===== src/rtl/adrv9009_rx_pkg.sv =====
// Shared constants and types for the ADRV9009 RX decimation chain (RHB1, RFIR).
// Build option: define ADRV9009_RHB1_ROUND_EN for round-half-up output scaling
// (consumed by adrv9009_rnd_sat16); default build truncates.
package adrv9009_rx_pkg;

    localparam int SAMPLE_W = 16;
    localparam int COEFF_W  = 16;
    localparam int ACC_W    = 36;
    // Symmetric pre-add needs one guard bit; 17x16 product needs 33 bits.
    localparam int PRE_W    = SAMPLE_W + 1;
    localparam int PROD_W   = PRE_W + COEFF_W;
    // Output scaling: Q1.15 coefficients, so drop 15 fractional bits.
    localparam int SHIFT    = 15;

    // RHB1 half-band coefficients (Q1.15); odd taps other than the centre are zero.
    localparam logic signed [COEFF_W-1:0] RHB1_H0 = 16'sd256;
    localparam logic signed [COEFF_W-1:0] RHB1_H2 = -16'sd1536;
    localparam logic signed [COEFF_W-1:0] RHB1_H4 = 16'sd9472;
    localparam logic signed [COEFF_W-1:0] RHB1_H5 = 16'sd16384;

    typedef logic signed [SAMPLE_W-1:0] sample_t;
    typedef logic signed [PRE_W-1:0]    preadd_t;
    typedef logic signed [PROD_W-1:0]   prod_t;
    typedef logic signed [ACC_W-1:0]    acc_t;

    // Sign-extending add of two mirrored taps.
    function automatic preadd_t pre_add(input sample_t a, input sample_t b);
        return preadd_t'(a) + preadd_t'(b);
    endfunction

endpackage


===== src/rtl/adrv9009_rnd_sat16.sv =====
// Scale a 36-bit accumulator down by 2^15 and saturate to a 16-bit sample.
// Build option: ADRV9009_RHB1_ROUND_EN adds 2^14 before the shift (round half up);
// otherwise the shift truncates toward -inf. Purely combinational, so both builds
// share the same latency in whichever stage registers the result.
module adrv9009_rnd_sat16
    import adrv9009_rx_pkg::*;
(
    input  logic signed [ACC_W-1:0]    i_acc,
    output logic signed [SAMPLE_W-1:0] o_data
);

    localparam acc_t SAT_MAX = 36'sd32767;
    localparam acc_t SAT_MIN = -36'sd32768;
`ifdef ADRV9009_RHB1_ROUND_EN
    localparam acc_t RND_BIAS = acc_t'(1) <<< (SHIFT - 1);
`endif

    acc_t w_biased;
    acc_t w_shifted;

    // Optional rounding bias, arithmetic shift, then clamp to the sample range.
    always_comb begin
`ifdef ADRV9009_RHB1_ROUND_EN
        w_biased = i_acc + RND_BIAS;
`else
        w_biased = i_acc;
`endif
        w_shifted = w_biased >>> SHIFT;
        if (w_shifted > SAT_MAX) begin
            o_data = sample_t'(SAT_MAX);
        end else if (w_shifted < SAT_MIN) begin
            o_data = sample_t'(SAT_MIN);
        end else begin
            o_data = w_shifted[SAMPLE_W-1:0];
        end
    end

endmodule


===== src/rtl/adrv9009_rhb1_dec2.sv =====
// RHB1: 11-tap half-band FIR with decimate-by-2, 3-stage pipeline.
// Build option: ADRV9009_RHB1_ROUND_EN selects round-half-up in the output stage
// (see adrv9009_rnd_sat16); default build truncates. Latency is identical.
//
// The newest sample x[n] is taken straight from in_data so that the pre-add can
// be registered on the same edge that accepts the pair-completing sample; the
// registered delay line holds x[n-1]..x[n-10]. Output lands 3 cycles later.
module adrv9009_rhb1_dec2
    import adrv9009_rx_pkg::*;
(
    input  logic                       clk,
    input  logic                       reset,
    input  logic                       in_valid,
    input  logic signed [SAMPLE_W-1:0] in_data,
    output logic                       out_valid,
    output logic signed [SAMPLE_W-1:0] out_data
);

    // Delay line and decimation phase.
    sample_t r_dly [1:10];
    logic    r_phase;

    // Stage 1: symmetric pre-adds and centre tap.
    preadd_t r_s1_p0;
    preadd_t r_s1_p2;
    preadd_t r_s1_p4;
    sample_t r_s1_c;
    logic    r_s1_v;

    // Stage 2: products.
    prod_t   r_s2_m0;
    prod_t   r_s2_m2;
    prod_t   r_s2_m4;
    prod_t   r_s2_m5;
    logic    r_s2_v;

    // Stage 3: registered output.
    sample_t r_out_data;
    logic    r_out_valid;

    logic    w_fire;
    preadd_t w_p0;
    preadd_t w_p2;
    preadd_t w_p4;
    prod_t   w_m0;
    prod_t   w_m2;
    prod_t   w_m4;
    prod_t   w_m5;
    acc_t    w_sum;
    sample_t w_rs;

    // A result is launched for the second sample of every accepted pair.
    assign w_fire = in_valid & r_phase;

    // Delay line shift and phase toggle, frozen when in_valid is low.
    always_ff @(posedge clk) begin
        if (reset) begin
            for (int k = 1; k <= 10; k++) begin
                r_dly[k] <= '0;
            end
            r_phase <= 1'b0;
        end else if (in_valid) begin
            r_dly[1] <= in_data;
            for (int k = 2; k <= 10; k++) begin
                r_dly[k] <= r_dly[k-1];
            end
            r_phase <= ~r_phase;
        end
    end

    // Pre-add mirrored taps of the window whose newest sample is in_data.
    always_comb begin
        w_p0 = pre_add(in_data, r_dly[10]);
        w_p2 = pre_add(r_dly[2], r_dly[8]);
        w_p4 = pre_add(r_dly[4], r_dly[6]);
    end

    // Stage 1 register; data only loads when a result is launched.
    always_ff @(posedge clk) begin
        if (reset) begin
            r_s1_v  <= 1'b0;
            r_s1_p0 <= '0;
            r_s1_p2 <= '0;
            r_s1_p4 <= '0;
            r_s1_c  <= '0;
        end else begin
            r_s1_v <= w_fire;
            if (w_fire) begin
                r_s1_p0 <= w_p0;
                r_s1_p2 <= w_p2;
                r_s1_p4 <= w_p4;
                r_s1_c  <= r_dly[5];
            end
        end
    end

    // Coefficient multiplies at full product width.
    always_comb begin
        w_m0 = prod_t'(r_s1_p0) * prod_t'(RHB1_H0);
        w_m2 = prod_t'(r_s1_p2) * prod_t'(RHB1_H2);
        w_m4 = prod_t'(r_s1_p4) * prod_t'(RHB1_H4);
        w_m5 = prod_t'(r_s1_c) * prod_t'(RHB1_H5);
    end

    // Stage 2 register.
    always_ff @(posedge clk) begin
        if (reset) begin
            r_s2_v  <= 1'b0;
            r_s2_m0 <= '0;
            r_s2_m2 <= '0;
            r_s2_m4 <= '0;
            r_s2_m5 <= '0;
        end else begin
            r_s2_v <= r_s1_v;
            if (r_s1_v) begin
                r_s2_m0 <= w_m0;
                r_s2_m2 <= w_m2;
                r_s2_m4 <= w_m4;
                r_s2_m5 <= w_m5;
            end
        end
    end

    // Accumulate the four products at accumulator width.
    always_comb begin
        w_sum = acc_t'(r_s2_m0) + acc_t'(r_s2_m2) + acc_t'(r_s2_m4) + acc_t'(r_s2_m5);
    end

    adrv9009_rnd_sat16 u_rnd_sat (
        .i_acc  (w_sum),
        .o_data (w_rs)
    );

    // Output register; data holds between valid pulses.
    always_ff @(posedge clk) begin
        if (reset) begin
            r_out_valid <= 1'b0;
            r_out_data  <= '0;
        end else begin
            r_out_valid <= r_s2_v;
            if (r_s2_v) begin
                r_out_data <= w_rs;
            end
        end
    end

    assign out_valid = r_out_valid;
    assign out_data  = r_out_data;

endmodule

===== config.mk =====
export PLATFORM = sky130hd
export DESIGN_NAME = adrv9009_rhb1_dec2
export DESIGN_NICKNAME = d
export VERILOG_FILES = /design/src/rtl/adrv9009_rx_pkg.sv /design/src/rtl/adrv9009_rnd_sat16.sv /design/src/rtl/adrv9009_rhb1_dec2.sv
export SDC_FILE = /design/constraint.sdc
export NUM_CORES = 1
export LEC_CHECK = 0
export CORE_AREA = 2 2 188 190
export DETAILED_ROUTE_END_ITERATION = 10
export DIE_AREA = 0 0 190 192
export GPL_TIMING_DRIVEN = 0
export PLACE_DENSITY = 0.71
export SYNTH_ARGS = -nofsm -noshare
export SYNTH_HDL_FRONTEND = slang
export SYNTH_SLANG_ARGS = --single-unit
export TNS_END_PERCENT = 20

===== constraint.sdc =====
create_clock -name clk -period 4.95 [get_ports clk]
set_input_delay 0.99 -clock clk [delete_from_list [all_inputs] [get_ports clk]]
set_output_delay 0.99 -clock clk [all_outputs]
set_load 0.01 [all_outputs]

==> run_summary.xml <==
<?xml version="1.0" encoding="UTF-8"?>
<metrics>
  <group name="route">
    <metric name="detail_route.wl_per_cell" unit="µm">18.3</metric>
    <metric name="antenna_left" unit="">0</metric>
    <metric name="drcViolationCount" unit="">0</metric>
    <metric name="initialDrtViolationCount" unit="">811</metric>
    <metric name="vias_per_cell" unit="">5.42</metric>
    <metric name="finalWirelength" unit="µm">44200</metric>
    <metric name="detailroute.via_count" unit="">13100</metric>
    <metric name="first_pass_detailed_route_iteration_total" unit="">5</metric>
  </group>
  <group name="power">
    <metric name="p_leak" unit="nW">8.93</metric>
    <metric name="worst_supply_voltage_drop_on_vdd" unit="mV">0.339</metric>
    <metric name="power" unit="mW">6.80</metric>
    <metric name="p_per_area" unit="nW/µm²">324</metric>
  </group>
  <group name="placement">
    <metric name="numPlacedInstances" unit="">2355</metric>
    <metric name="post-dp-hpwl" unit="µm">34700</metric>
    <metric name="buffer_ports.inserted" unit="">35</metric>
    <metric name="place_ws" unit="ps">145</metric>
    <metric name="finalWeightedCongestion" unit="">0.869</metric>
    <metric name="dpl_cell_area" unit="µm²">19800</metric>
  </group>
  <group name="critical_path">
    <metric name="r2r_slack" unit="ps">350</metric>
    <metric name="worst_r2r_endpoint" unit="">out_data[12]</metric>
    <metric name="worstSetupPathType" unit="">flop to flop</metric>
    <metric name="reg_to_reg_critical_path_startpoint" unit="">r_s2_m0[24]</metric>
    <metric name="critical-path-slowest-cell" unit="">sky130_fd_sc_hd__o41ai_4</metric>
    <metric name="worstPathBufferInverterCount" unit="">3</metric>
    <metric name="worst-endpoint-required" unit="ps">5400</metric>
    <metric name="reg2regPathDepth" unit="">16</metric>
    <metric name="start_kind" unit="">flop</metric>
    <metric name="timing.critical_path.to_type" unit="">flop</metric>
    <metric name="crit_path_cell_trace" unit="">inv_1 &gt; fa_1 &gt; fa_1 &gt; inv_1 &gt; ha_1 &gt; a21o_1 &gt; a21oi_1 &gt; o21ai_0 &gt; a211oi_1 &gt; a22oi_2 &gt; a21oi_1 &gt; xor2_1 &gt; o41ai_4 &gt; buf_6 &gt; a21oi_2 &gt; nor3_2</metric>
    <metric name="max_stage_delay" unit="ps">550</metric>
    <metric name="critical_path_peak_fanout" unit="">10</metric>
    <metric name="crit_family" unit="">compound AO/OA/AOI/OAI gates</metric>
    <metric name="cp-startpoint" unit="">r_s2_m0[24]</metric>
    <metric name="worst-endpoint-arrival" unit="ps">5060</metric>
  </group>
  <group name="grt">
    <metric name="grt_first_pass_wirelength" unit="µm">70500</metric>
    <metric name="number_of_global_route_vias_before_repair" unit="">13200</metric>
    <metric name="antenna_violations_before_repair" unit="">0</metric>
    <metric name="gr-total-overflow" unit="">0</metric>
    <metric name="maximum_number_of_pins_on_one_net_before_global_route_repair" unit="">66</metric>
    <metric name="grt_util_all_layers" unit="%">25.0</metric>
  </group>
  <group name="clocking">
    <metric name="tritoncts" unit="">done</metric>
    <metric name="clock_tree.htree_level_count" unit="">2</metric>
    <metric name="cts-buffers-inserted" unit="">36</metric>
    <metric name="cts.hold.buffers_added" unit="">0</metric>
    <metric name="cts.root.buffer_cell" unit="">sky130_fd_sc_hd__clkbuf_16</metric>
    <metric name="buffers_inserted_during_post_cts_setup_optimization" unit="">0</metric>
    <metric name="clock_sink_count" unit="">324</metric>
    <metric name="clk_transition_reported_paths" unit="ps">70</metric>
    <metric name="cts-resized-gates" unit="">0</metric>
    <metric name="clock_tree_buf_depth" unit="">3</metric>
    <metric name="worst_skew_pair.late_latency" unit="ps">540</metric>
  </group>
  <group name="synth">
    <metric name="synth_seq_cells" unit="">324</metric>
    <metric name="yosys-top-cells-area" unit="">sky130_fd_sc_hd__edfxtp_1 (26%), sky130_fd_sc_hd__dfxtp_1 (17%), sky130_fd_sc_hd__ha_1 (12%)</metric>
    <metric name="synthMostInstantiatedCell" unit="">sky130_fd_sc_hd__inv_1</metric>
    <metric name="synth_warnings" unit="">0</metric>
    <metric name="ys_types" unit="">71</metric>
    <metric name="number_of_flops_mapped_to_enable_cells_by_yosys" unit="">160</metric>
    <metric name="synth_sequential_area_ratio" unit="%">43.0</metric>
    <metric name="syn-mean-instance-area" unit="µm²">10.1</metric>
    <metric name="synth_nets" unit="">2122</metric>
    <metric name="area_share_of_the_largest_cell_type_after_synthesis" unit="%">25.6</metric>
    <metric name="async_flop_share" unit="%">0</metric>
    <metric name="netlist_instances" unit="">1863</metric>
    <metric name="synthTopCellsByCount" unit="">sky130_fd_sc_hd__inv_1 (245), sky130_fd_sc_hd__ha_1 (176), sky130_fd_sc_hd__and2_1 (175)</metric>
    <metric name="synth_ff_type" unit="">sky130_fd_sc_hd__dfxtp_1</metric>
    <metric name="synth_largest_area_cell" unit="">sky130_fd_sc_hd__edfxtp_1</metric>
    <metric name="syn-cell-area" unit="µm²">18800</metric>
  </group>
  <group name="final_layout">
    <metric name="fin_util" unit="%">61.3</metric>
    <metric name="layout.area.seq" unit="µm²">8090</metric>
    <metric name="fill_cell_total_of_the_finished_layout" unit="">2831</metric>
    <metric name="layout.cell_area.non_filler" unit="µm²">21000</metric>
    <metric name="fin_nets" unit="">2197</metric>
    <metric name="multi_input_gate_area" unit="µm²">9540</metric>
    <metric name="share_of_cells_above_drive_strength_1" unit="%">5.09</metric>
    <metric name="finish.cell_count_without_fillers" unit="">2419</metric>
    <metric name="area_delta_synth_final" unit="%">11.8</metric>
    <metric name="diodes" unit="">0</metric>
  </group>
  <group name="worst_hold_path">
    <metric name="worst_hold_path_type" unit="">flop to flop</metric>
    <metric name="hold_path_start" unit="">r_s1_p0[12]</metric>
    <metric name="hold_path_endpoint" unit="">r_s1_p0[12]</metric>
    <metric name="hold_depth" unit="">2</metric>
  </group>
  <group name="timing">
    <metric name="final-setup-viol-count" unit="">0</metric>
    <metric name="grt_setup_unrepaired" unit="">false</metric>
    <metric name="hold_violations" unit="">0</metric>
    <metric name="tns" unit="ps">0</metric>
    <metric name="slew-limit-headroom" unit="%">44.5</metric>
    <metric name="hold_ws" unit="ps">456</metric>
    <metric name="final_max_slew_violation_count" unit="">0</metric>
    <metric name="fmax" unit="GHz">0.217</metric>
    <metric name="finalCritPeriodShare" unit="%">93.0</metric>
    <metric name="clock_skew" unit="ps">21.5</metric>
    <metric name="timing.final.ws_setup" unit="ps">345</metric>
    <metric name="fin_crit" unit="ps">4600</metric>
    <metric name="worst_pin_slew" unit="ps">833</metric>
  </group>
  <group name="floorplan">
    <metric name="die_x" unit="µm">190</metric>
    <metric name="boundaryPins" unit="">36</metric>
    <metric name="die_area" unit="µm²">36500</metric>
    <metric name="fp.coreArea" unit="µm²">34300</metric>
    <metric name="fp.dieH" unit="µm">192</metric>
    <metric name="initial_utilization" unit="%">54.8</metric>
    <metric name="core.rowCount" unit="">68</metric>
  </group>
  <group name="job">
    <metric name="maxCapViolations" unit="">0</metric>
  </group>
  <group name="status">
    <metric name="result_of_the_run" unit="">finished clean</metric>
  </group>
</metrics>
## worst register-to-register path: stages, from the launching register on
cell                       delay, ps
sky130_fd_sc_hd__dfxtp_1         330
sky130_fd_sc_hd__inv_1           410
sky130_fd_sc_hd__fa_1            520
sky130_fd_sc_hd__fa_1            510
sky130_fd_sc_hd__inv_1            40
sky130_fd_sc_hd__ha_1            340
sky130_fd_sc_hd__a21o_1          190
sky130_fd_sc_hd__a21oi_1         130
sky130_fd_sc_hd__o21ai_0         120
sky130_fd_sc_hd__a211oi_1        360
sky130_fd_sc_hd__a22oi_2         180
sky130_fd_sc_hd__a21oi_1         210
sky130_fd_sc_hd__xor2_1          170
sky130_fd_sc_hd__o41ai_4         550
sky130_fd_sc_hd__buf_6           240
sky130_fd_sc_hd__a21oi_2          70
sky130_fd_sc_hd__nor3_2          150
## where the power goes
group / switching (mW) / internal (mW)
combinational: 0.578 / 0.398
sequential: 0.0904 / 2.95
clock: 1.15 / 1.64
## cells in the final DEF, fill, tap and decap left out, types with 9 or more instances in the layout
| cell type | synthesis | final |
|---|---|---|
| sky130_fd_sc_hd__a211oi_1 | 14 | 14 |
| sky130_fd_sc_hd__dfxtp_1 | 164 | 164 |
| sky130_fd_sc_hd__clkdlybuf4s50_1 | 0 | 35 |
| sky130_fd_sc_hd__ha_1 | 176 | 176 |
| sky130_fd_sc_hd__edfxtp_1 | 160 | 160 |
| sky130_fd_sc_hd__xor2_1 | 22 | 22 |
| sky130_fd_sc_hd__nor3_2 | 10 | 10 |
| sky130_fd_sc_hd__nand3_1 | 22 | 22 |
| sky130_fd_sc_hd__a21o_1 | 27 | 27 |
| sky130_fd_sc_hd__mux2i_1 | 67 | 67 |
| sky130_fd_sc_hd__nand2_1 | 128 | 128 |
| sky130_fd_sc_hd__fa_1 | 64 | 64 |
| sky130_fd_sc_hd__clkbuf_1 | 48 | 53 |
| sky130_fd_sc_hd__o21ai_0 | 39 | 39 |
| sky130_fd_sc_hd__nor2_1 | 139 | 139 |
| sky130_fd_sc_hd__a21oi_1 | 106 | 106 |
| sky130_fd_sc_hd__o21bai_1 | 11 | 11 |
| sky130_fd_sc_hd__nor3_1 | 27 | 27 |
| sky130_fd_sc_hd__or3_1 | 11 | 11 |
| sky130_fd_sc_hd__and2_1 | 175 | 175 |
| sky130_fd_sc_hd__xnor2_1 | 44 | 44 |
| sky130_fd_sc_hd__buf_1 | 15 | 15 |
| sky130_fd_sc_hd__a31oi_1 | 10 | 10 |
| sky130_fd_sc_hd__o21a_1 | 9 | 9 |
| sky130_fd_sc_hd__nor2b_1 | 12 | 12 |
| sky130_fd_sc_hd__clkbuf_16 | 0 | 36 |
| sky130_fd_sc_hd__a21oi_2 | 10 | 10 |
| sky130_fd_sc_hd__inv_1 | 245 | 245 |
| sky130_fd_sc_hd__and3_1 | 11 | 11 |
## worst max path at each step
stage	to	slack, ps	cells after the start
2_1_floorplan	out_data[8]	780	16
3_3_place_gp	r_dly[1][6]	-1180	4
3_5_place_dp	out_data[12]	150	16
4_1_cts	out_data[12]	130	16
5_1_grt	out_data[5]	30	16
6_report	out_data[12]	350	16
## metal layers
layer | routed length (µm) | global-route usage (%) | part of all wire [%]
met2 | 21600 | 44.4 | 49
met1 | 19700 | 32.5 | 45
met3 | 1870 | 2.76 | 4.2
met4 | 1060 | 6.71 | 2.4
met5 | 0 | 0 | 0
## layout make-up
type | instances | share of cell area [%]
clock inverters | 19 | 1.21
flip-flops and latches | 324 | 38.5
repair buffers | 37 | 1.93
inverters | 246 | 4.39
well taps | 455 | 2.71
multi-input cells | 1228 | 45.4
plain buffers | 65 | 1.23
clock buffers | 45 | 4.64
## state kept, by name, indices dropped and copies added, names as in the netlist, 17 cells and up
register  count
r_s2_m2      20
r_dly       160
r_s1_p4      17
r_s2_m4      24
r_s1_p0      17
r_s1_p2      17
r_s2_m0      17
## cell families (layout without fill, tap and decap cells)
kind of cell    Yosys count  after routing  share of synthesized area, %
simple gates            565            565                          15.3
flops                   324            324                          43.0
mux                      67             67                          3.57
compound gates          290            290                          10.2
buf+inv                 311            412                          6.29
xor+xnor                 66             66                          3.08
fa+ha+maj               240            240                          18.5
(Power assumes the default switching activity.)
